$ cat src/rtl/invaders_formation.sv
// Alien formation: alive mask, descent count, sideways march with edge bounce
// Ports: clk_36MHz/reset (sync, low), frame_tick, gameplay, hit_valid/hit_index
//        -> invaders_array, invaders_line, invaders_x, direction, step_pulse
module invaders_formation #(
  parameter int X_START        = 88,
  parameter int X_MIN          = 0,
  parameter int X_MAX          = 800,
  parameter int COL_PITCH      = 64,
  parameter int INV_WIDTH      = 48,
  parameter int STEP_X         = 8,
  parameter int MIN_PERIOD     = 2,
  parameter int PERIOD_PER_INV = 1
) (
  input  logic        clk_36MHz,
  input  logic        reset,
  input  logic        frame_tick,
  input  logic [1:0]  gameplay,
  input  logic        hit_valid,
  input  logic [4:0]  hit_index,
  output logic [19:0] invaders_array,
  output logic [3:0]  invaders_line,
  output logic [9:0]  invaders_x,
  output logic        direction,
  output logic        step_pulse
);

  typedef enum logic {
    RUN,
    FROZEN
  } mode_t;

  mode_t       mode;
  logic [7:0]  cnt_q;
  logic [7:0]  cnt_d;
  logic [19:0] array_d;
  logic [3:0]  line_d;
  logic [9:0]  x_d;
  logic        dir_d;
  logic        step;

  logic [4:0]  alive;
  logic [7:0]  period;
  logic [9:0]  cols;
  logic [3:0]  lc;
  logic [3:0]  rc;
  logic [10:0] left_edge;
  logic [10:0] right_edge;
  logic [3:0]  line_inc;

  // Run/frozen is decided from the live inputs and the registered mask,
  // so clearing the last invader freezes the formation on the next cycle.
  always_comb begin
    mode = FROZEN;
    if (gameplay == 2'b00 && invaders_array != 20'd0)
      mode = RUN;
  end

  // Geometry and period, all from the registered (pre-hit) mask.
  always_comb begin
    alive = 5'd0;
    for (int i = 0; i < 20; i++)
      alive = alive + 5'(invaders_array[i]);
    for (int c = 0; c < 10; c++)
      cols[c] = invaders_array[c] | invaders_array[c+10];
    lc = 4'd0;
    for (int c = 9; c >= 0; c--)
      if (cols[c]) lc = 4'(c);
    rc = 4'd0;
    for (int c = 0; c < 10; c++)
      if (cols[c]) rc = 4'(c);
    period = 8'(MIN_PERIOD)
           + 8'(PERIOD_PER_INV) * {3'b000, alive};
    left_edge  = {1'b0, invaders_x}
               + 11'(lc) * 11'(COL_PITCH);
    right_edge = {1'b0, invaders_x}
               + 11'(rc) * 11'(COL_PITCH)
               + 11'(INV_WIDTH);
    line_inc = (invaders_line == 4'd15)
             ? 4'd15 : invaders_line + 4'd1;
  end

  always_comb begin
    cnt_d   = cnt_q;
    array_d = invaders_array;
    line_d  = invaders_line;
    x_d     = invaders_x;
    dir_d   = direction;
    step    = 1'b0;
    unique case (mode)
      RUN: begin
        if (hit_valid && hit_index < 5'd20)
          array_d[hit_index] = 1'b0;
        if (frame_tick) begin
          if (cnt_q + 8'd1 >= period) begin
            cnt_d = 8'd0;
            step  = 1'b1;
          end else begin
            cnt_d = cnt_q + 8'd1;
          end
        end
        if (step) begin
          if (!direction) begin
            if (right_edge + 11'(STEP_X) > 11'(X_MAX)) begin
              line_d = line_inc;
              dir_d  = 1'b1;
            end else begin
              x_d = invaders_x + 10'(STEP_X);
            end
          end else begin
            if (left_edge < 11'(X_MIN + STEP_X)) begin
              line_d = line_inc;
              dir_d  = 1'b0;
            end else begin
              x_d = invaders_x - 10'(STEP_X);
            end
          end
        end
      end
      FROZEN: begin
      end
      default: begin
      end
    endcase
  end

  always_ff @(posedge clk_36MHz) begin
    if (!reset) begin
      invaders_array <= 20'hFFFFF;
      invaders_line  <= 4'd0;
      invaders_x     <= 10'(X_START);
      direction      <= 1'b0;
      step_pulse     <= 1'b0;
      cnt_q          <= 8'd0;
    end else begin
      invaders_array <= array_d;
      invaders_line  <= line_d;
      invaders_x     <= x_d;
      direction      <= dir_d;
      step_pulse     <= step;
      cnt_q          <= cnt_d;
    end
  end

endmodule

$ cat config.mk
export PLATFORM = sky130hd
export DESIGN_NAME = invaders_formation
export DESIGN_NICKNAME = d
export VERILOG_FILES = /design/src/rtl/invaders_formation.sv
export SDC_FILE = /design/constraint.sdc
export NUM_CORES = 1
export LEC_CHECK = 0
export ABC_AREA = 1
export ABC_CLOCK_PERIOD_IN_PS = 4700
export CORE_MARGIN = 2
export CORE_UTILIZATION = 50
export CTS_BUF_LIST = sky130_fd_sc_hd__clkbuf_4
export CTS_CLUSTER_DIAMETER = 40
export DETAILED_ROUTE_END_ITERATION = 10
export GPL_ROUTABILITY_DRIVEN = 0
export PLACE_DENSITY = 0.83
export SLEW_MARGIN = 20
export SYNTH_ARGS = -nofsm -noshare
export SYNTH_HDL_FRONTEND = slang
export SYNTH_SLANG_ARGS = --single-unit
$ cat constraint.sdc
create_clock -name clk_36MHz -period 4.7 [get_ports clk_36MHz]
set_input_delay 0.47 -clock clk_36MHz [delete_from_list [all_inputs] [get_ports clk_36MHz]]
set_output_delay 0.47 -clock clk_36MHz [all_outputs]
set_load 0.02 [all_outputs]
==> Word level (Yosys, flattened, before mapping) <==
Index checks and enable logic that the tools add are counted.
{ "op_classes": {"add_sub_neg": 28, "n_lt_le_gt_ge": 6, "n_eq_ne": 4, "n_mux": 35, "bitwise": 12, "n_reduce_logical": 12} }
{ "op_table": {"columns": ["operator", "n"], "rows": [
  ["2-to-1 mux 4 bit", 22],
  ["adder 5 x 1 -> 5 bit", 15],
  ["2-to-1 mux 10 bit", 3],
  ["adder 10 x 10 -> 11 bit", 2],
  ["bitwise AND 20 bit", 1],
  ["inverter 20 bit", 1],
  ["nonzero test 20 bit", 1],
  ["adder 11 x 4 -> 11 bit, second input constant", 1],
  ["adder 11 x 6 -> 11 bit, second input constant", 1],
  ["greater-than comparator 11 x 10 -> 1 bit, second input constant", 1],
  ["less-than comparator 11 x 4 -> 1 bit, second input constant", 1],
  ["adder 10 x 4 -> 10 bit, second input constant", 1],
  ["bitwise OR 1 bit", 10],
  ["subtractor 10 x 4 -> 10 bit, second input constant", 1],
  ["adder 8 x 1 -> 8 bit, second input constant", 1],
  ["greater-or-equal comparator 8 x 6 -> 1 bit", 1],
  ["2-to-1 mux 1 bit", 8],
  ["2-to-1 mux 8 bit", 1],
  ["AND reduction 2 bit", 4],
  ["AND reduction 4 bit", 2],
  ["adder 2 x 5 -> 6 bit, first input constant", 1],
  ["less-than comparator 5 x 6 -> 1 bit, second input constant", 1],
  ["adder 4 x 1 -> 5 bit", 1],
  ["demux 1 bit (select 5 bit)", 1],
  ["12 further kinds", 15]
]} }
{ "totals": {"register_bits": 44, "input_bits": 11, "output_inout_bits": 36, "elab_cells": 103} }

==> Logic depth before layout (Yosys ltp) <==
{ "logic_depth": {"word_depth": 25, "depth_mapped": 25, "mapped_depth_nobuf": 24} }

==> Least setup slack after synthesis <==
No wires, ideal clock.
{ "synth_timing": {"kind": "flip-flop to flip-flop", "startpoint": "register invaders_array[5]", "endpoint": "register invaders_line[3]", "setup_time_ps": 113, "arrival_time_ps": 4832, "required_time_ps": 4587, "setup_slack_ps": -245, "path_stages_with_launch": 24, "n_path_buf": 1, "synth_period_minus_slack_ps": 4945, "cell_sequence": "dfxtp_1 inv_1 fa_1 fa_1 fa_1 fa_1 fa_1 inv_1 ha_1 fa_1 inv_1 ha_1 nand2_1 nand2_1 nand2_1 nand2_1 nand2_1 nand2_1 nand2_1 a21oi_4 buf_6 nand3_4 nor2_1 nor2_1"} }
{ "synth_via": {"elab_chain_len": 21, "word_cells_on_any_way": 43, "cone_classes": "add/sub (20); order compare (3); eq/ne (1); mux (14); bitwise (1); reduce/logical (4)"} }
{ "synth_rtl": {"columns": ["item", "line_no", "text"], "rows": [
  ["start: declaration", "20", "output logic [19:0] invaders_array,"],
  ["start signal: assignment", "135", "invaders_array <= array_d;"],
  ["adder 5 x 1 -> 5 bit (15 in series)", "62", "alive = alive + 5'(invaders_array[i]);"],
  ["adder 2 x 5 -> 6 bit", "72", "+ 8'(PERIOD_PER_INV) * {3'b000, alive};"],
  ["greater-or-equal comparator 8 x 6 -> 1 bit", "94", "if (cnt_q + 8'd1 >= period) begin"],
  ["2-to-1 mux 1 bit", "94", null],
  ["2-to-1 mux 1 bit", "93", "if (frame_tick) begin"],
  ["2-to-1 mux 1 bit", "89", "unique case (mode)"],
  ["AND reduction 4 bit (no line) (*)", null, null],
  ["end signal: assignment", "136", "invaders_line <= line_d;"],
  ["end: declaration", "21", "output logic [3:0] invaders_line,"]
]} }
Every way passes the cells marked *; elsewhere a longest branch is shown, timed or not. The select of a mux whose other input is x is not followed.
A chain may end at the register's enable or synchronous reset.

==> Worst setup path after layout <==
{ "layout_timing": {"startpoint": "register invaders_array[0]", "endpoint": "register invaders_x[7]"} }
{ "layout_via": {"elab_chain_len": 25, "word_cells_on_any_way": 32, "cone_classes": "add/sub (21); order compare (2); eq/ne (1); mux (4); bitwise (1); reduce/logical (3)"} }
{ "layout_rtl": {"columns": ["item", "line_no", "text"], "rows": [
  ["adder 1 x 1 -> 2 bit", "62", null],
  ["adder 2 x 1 -> 3 bit", "62", null],
  ["adder 3 x 1 -> 4 bit", "62", null],
  ["adder 4 x 1 -> 5 bit", "62", null],
  ["adder 5 x 1 -> 5 bit (15 in series)", "62", null],
  ["adder 2 x 5 -> 6 bit", "72", null],
  ["greater-or-equal comparator 8 x 6 -> 1 bit", "94", null],
  ["2-to-1 mux 1 bit", "94", null],
  ["2-to-1 mux 1 bit", "93", null],
  ["2-to-1 mux 1 bit", "89", null],
  ["AND reduction 4 bit (no line) (*)", null, null],
  ["end signal: assignment", "130", "invaders_x <= 10'(X_START);"],
  ["end: declaration", "22", "output logic [9:0] invaders_x,"]
]} }
Marked as above.

==> reports/qor.txt <==
row count - 29
final period utilization - 1.05
post-synthesis compound-gate area fraction - 0.0891
Setup WS pre-CTS - -216 ps
RR Startpoint - invaders_array[0]
post-route minimum period - 4920 ps
FMAX - 203 MHz
clock root cell - clkbuf_4
Seq cells post-synth - 41
mux share of post-synthesis cell area - 0.00604
reg2reg path depth - 24
clock network fraction of total power - 0.297
number of port buffers - 43
setup violators final - 18
antenna violations before repair - 0
NetSw - 0.150 mW
CTS tree - built
CTS buffer count - 5
Mapped Avg Cell Area - 7.01 um^2
layout cells sized above 1 - 0.124
Post-DP HPWL - 6240 um
Cell Area, Synth - 3320 um^2
# diodes - 0
number of max-cap violations - 0
crit-path max FO - 7
detailed-route wire length per cell - 12.8 um
Syn Inst Count - 473
hold_sp - cnt_q[7]
cts hold-fix bufs - 0
Num Clock Sinks - 41
crit path cell chain - fa_1 > inv_1 > fa_1 > fa_1 > fa_1 > fa_1 > inv_1 > ha_2 > fa_1 > inv_1 > ha_1 > nand2_1 > nand2_1 > nand2_1 > nand2_1 > nand2_1 > nand2_1 > nand2_2 > a21oi_4 > buf_12 > nand2_4 > inv_4 > nor2_1 > nor2_1
WP data arrival - 5200 ps
maximum buffer depth of the clock tree - 2
number of flops mapped to enable cells by yosys - 0
vias per inst - 5.12
grt ovf - 0
DR iter-0 viols - 136
core box area - 6390 um^2
fin worst setup slack - -215 ps
I/O pins - 47
Filler cells - 567
final hold vios - 0
Total GRT Usage - 0.231
DRT Pass-1 Iters - 4
post-synthesis adder-cell area fraction - 0.202
startpoint class of the critical path - register
Post-synth top flop - dfxtp_1
peak supply drop - 0.125 mV
Clock Latency Late Sink - 350 ps
Hold Crit Endpoint - cnt_q[7]
Cell variety after synth - 38
Synth Area in Simple Gates - 0.304
Worst R2R End - invaders_x[7]
Clock transition at path regs - 130 ps
worst min path class - reg -> reg
largest family of logic cells by synthesized area - simple AND/OR/NAND/NOR gates
WS Path Type - reg -> reg
die width - 85.4 um
xor/xnor share of the synthesized area - 0.0264
ys async rst share - 0
register area share after synthesis - 0.248
H-tree levels - 2
RSZ-0062 raised after global routing - true
CP max stage cell - fa_1
area grow syn2layout - 21.4%
Switching Fraction - 0.262
Gate power share - 0.092
first-pass GRT wire length - 13,700 um
die area - 7300 um^2
Routed WL - 7810 um
violations in the final reports - negative setup slack
Final Max Tran Viols - 0
Fin Clk Skew - 17.1 ps
sequential power share - 0.611
die height - 85.4 um
Worst path max stage delay - 540 ps
Starting Density - 0.519
largest net degree at the start of global routing - 34
Crit. End Element - register
Final nets - 586
reg-to-reg setup timing slack - -220 ps
P_leak - 1.98 nW
CP Data Required Time - 4990 ps
status - complete, but fails checks
vias in the first global route - 3,241
total vias in the final route - 3,116
# DRC - 0
internal power - 0.423 mW
worst hold stages - 2
yosys warns - 0
post-route ant nets - 0
Final TNS setup - -2850 ps
pwr/cell area - 142 nW/um^2
==> synth_stat cells, types with 2 or more instances <==
master | instances | area, um^2
nor2_1 | 45 | 169
a21oi_1 | 16 | 80.1
mux2i_1 | 2 | 20.0
inv_2 | 6 | 22.5
inv_1 | 88 | 330
nand3_1 | 32 | 160
xor2_1 | 5 | 43.8
nand3_2 | 2 | 20.0
a21boi_1 | 2 | 15.0
clkinv_1 | 2 | 7.51
dfxtp_1 | 41 | 821
buf_4 | 3 | 22.5
nor3_1 | 9 | 45.0
ha_1 | 28 | 350
nor2_2 | 5 | 31.3
nand3_4 | 3 | 52.6
fa_1 | 16 | 320
xnor2_1 | 5 | 43.8
nand4_1 | 11 | 68.8
o21ai_0 | 26 | 130
nand2_2 | 4 | 25.0
nand2_1 | 103 | 387
clkbuf_1 | 3 | 11.3
or2_2 | 2 | 12.5
==> routing by layer <==
layer,wire [um],track usage,up-vias
li1,-,-,1599
met2,4030,0.415,72
met1,3350,0.273,1428
met5,0,0,-
met4,162,0.0851,0
met3,273,0.0399,17
==> cell families after synthesis <==
| family | count (synthesis) |
|---|---|
| other | 1 |
| AO/OA/AOI/OAI | 51 |
| XOR/XNOR | 10 |
| buffers and inverters | 104 |
| multiplexers | 2 |
| flip-flops | 41 |
| adder cells (fa/ha/maj) | 44 |
| AND/OR/NAND/NOR | 220 |
==> power by group through the flow <==
stage                     Sequential [mW]  Clock, mW  Combinational [mW]
after floorplan                     0.358          0              0.0318
after global placement              0.358          0              0.0482
after detailed placement            0.358          0              0.0501
after CTS                           0.350      0.172              0.0508
after global routing                0.351      0.187              0.0577
final                               0.350      0.170              0.0524
==> repair_timing <==
item                       CTS  global route
cloned                       1             0
setup endpoints to repair   18            18
gates resized for setup      4             6
setup buffers                1             1
pin swaps                    6             1
==> cell type report <==
cell class,instances,area (um^2),area share
clock inverter,3,12.5,0.00311
tap,77,96.3,0.0239
sequential,41,840,0.209
clock buffer,5,37.5,0.00933
inverter,96,363,0.0901
multi-input combinational,330,2120,0.528
timing repair buffer,57,552,0.137
==> registers in the layout (all words and copies together), names as in the netlist <==
name            flops
cnt_q               8
direction           1
invaders_array     20
invaders_line       4
invaders_x          7
step_pulse          1
==> worst max-delay path, delay by kind of cell, from the launching register on <==
kind                       cells  cell delay (ps)
adders and majority gates      8             3350
and+or+nand+nor               10              600
DFF                            1              370
buffers and inverters          5              350
AOI/OAI and AO/OA              1              170
==> worst max path at each step <==
stage | from | endpoint | cells after the start | slack (ps)
2_1_floorplan | invaders_array[11] | invaders_line[3] | 23 | -60
3_3_place_gp | invaders_array[11] | invaders_x[6] | 23 | -40
3_5_place_dp | invaders_array[11] | invaders_line[3] | 24 | -220
4_1_cts | invaders_array[0] | invaders_line[2] | 23 | -220
5_1_grt | invaders_array[0] | invaders_x[7] | 24 | -520
6_report | invaders_array[0] | invaders_x[7] | 24 | -220
==> through the flow <==
stage | hold WS, ps | area, um^2 | power [mW] | util | instances
global placement | 461 | 3930 | 0.406 | 0.616 | 599
detailed placement | 467 | 3930 | 0.408 | 0.616 | 599
finish | 483 | 4030 | 0.573 | 0.630 | 609
CTS | 483 | 4030 | 0.573 | 0.630 | 609
floorplan | 449 | 3350 | 0.390 | - | 475
global route | 507 | 4030 | 0.595 | 0.630 | 609
==> cells in the final DEF, fill, tap and decap left out, drive strengths merged, types with 2 or more instances in the layout <==
cell and instances:
o21ai 27, mux2i 2, or2 3, a21oi 17, clkinv 5, buf 14, nor3 9, conb 3
clkbuf 5, nand4 11, ha 28, a21boi 3, xor2 5, nand3 37, clkdlybuf4s50 43, inv 94
xnor2 5, nor2 51, dfxtp 41, nand2 108, fa 16
No activity file was read; power rests on OpenSTA's default activity.
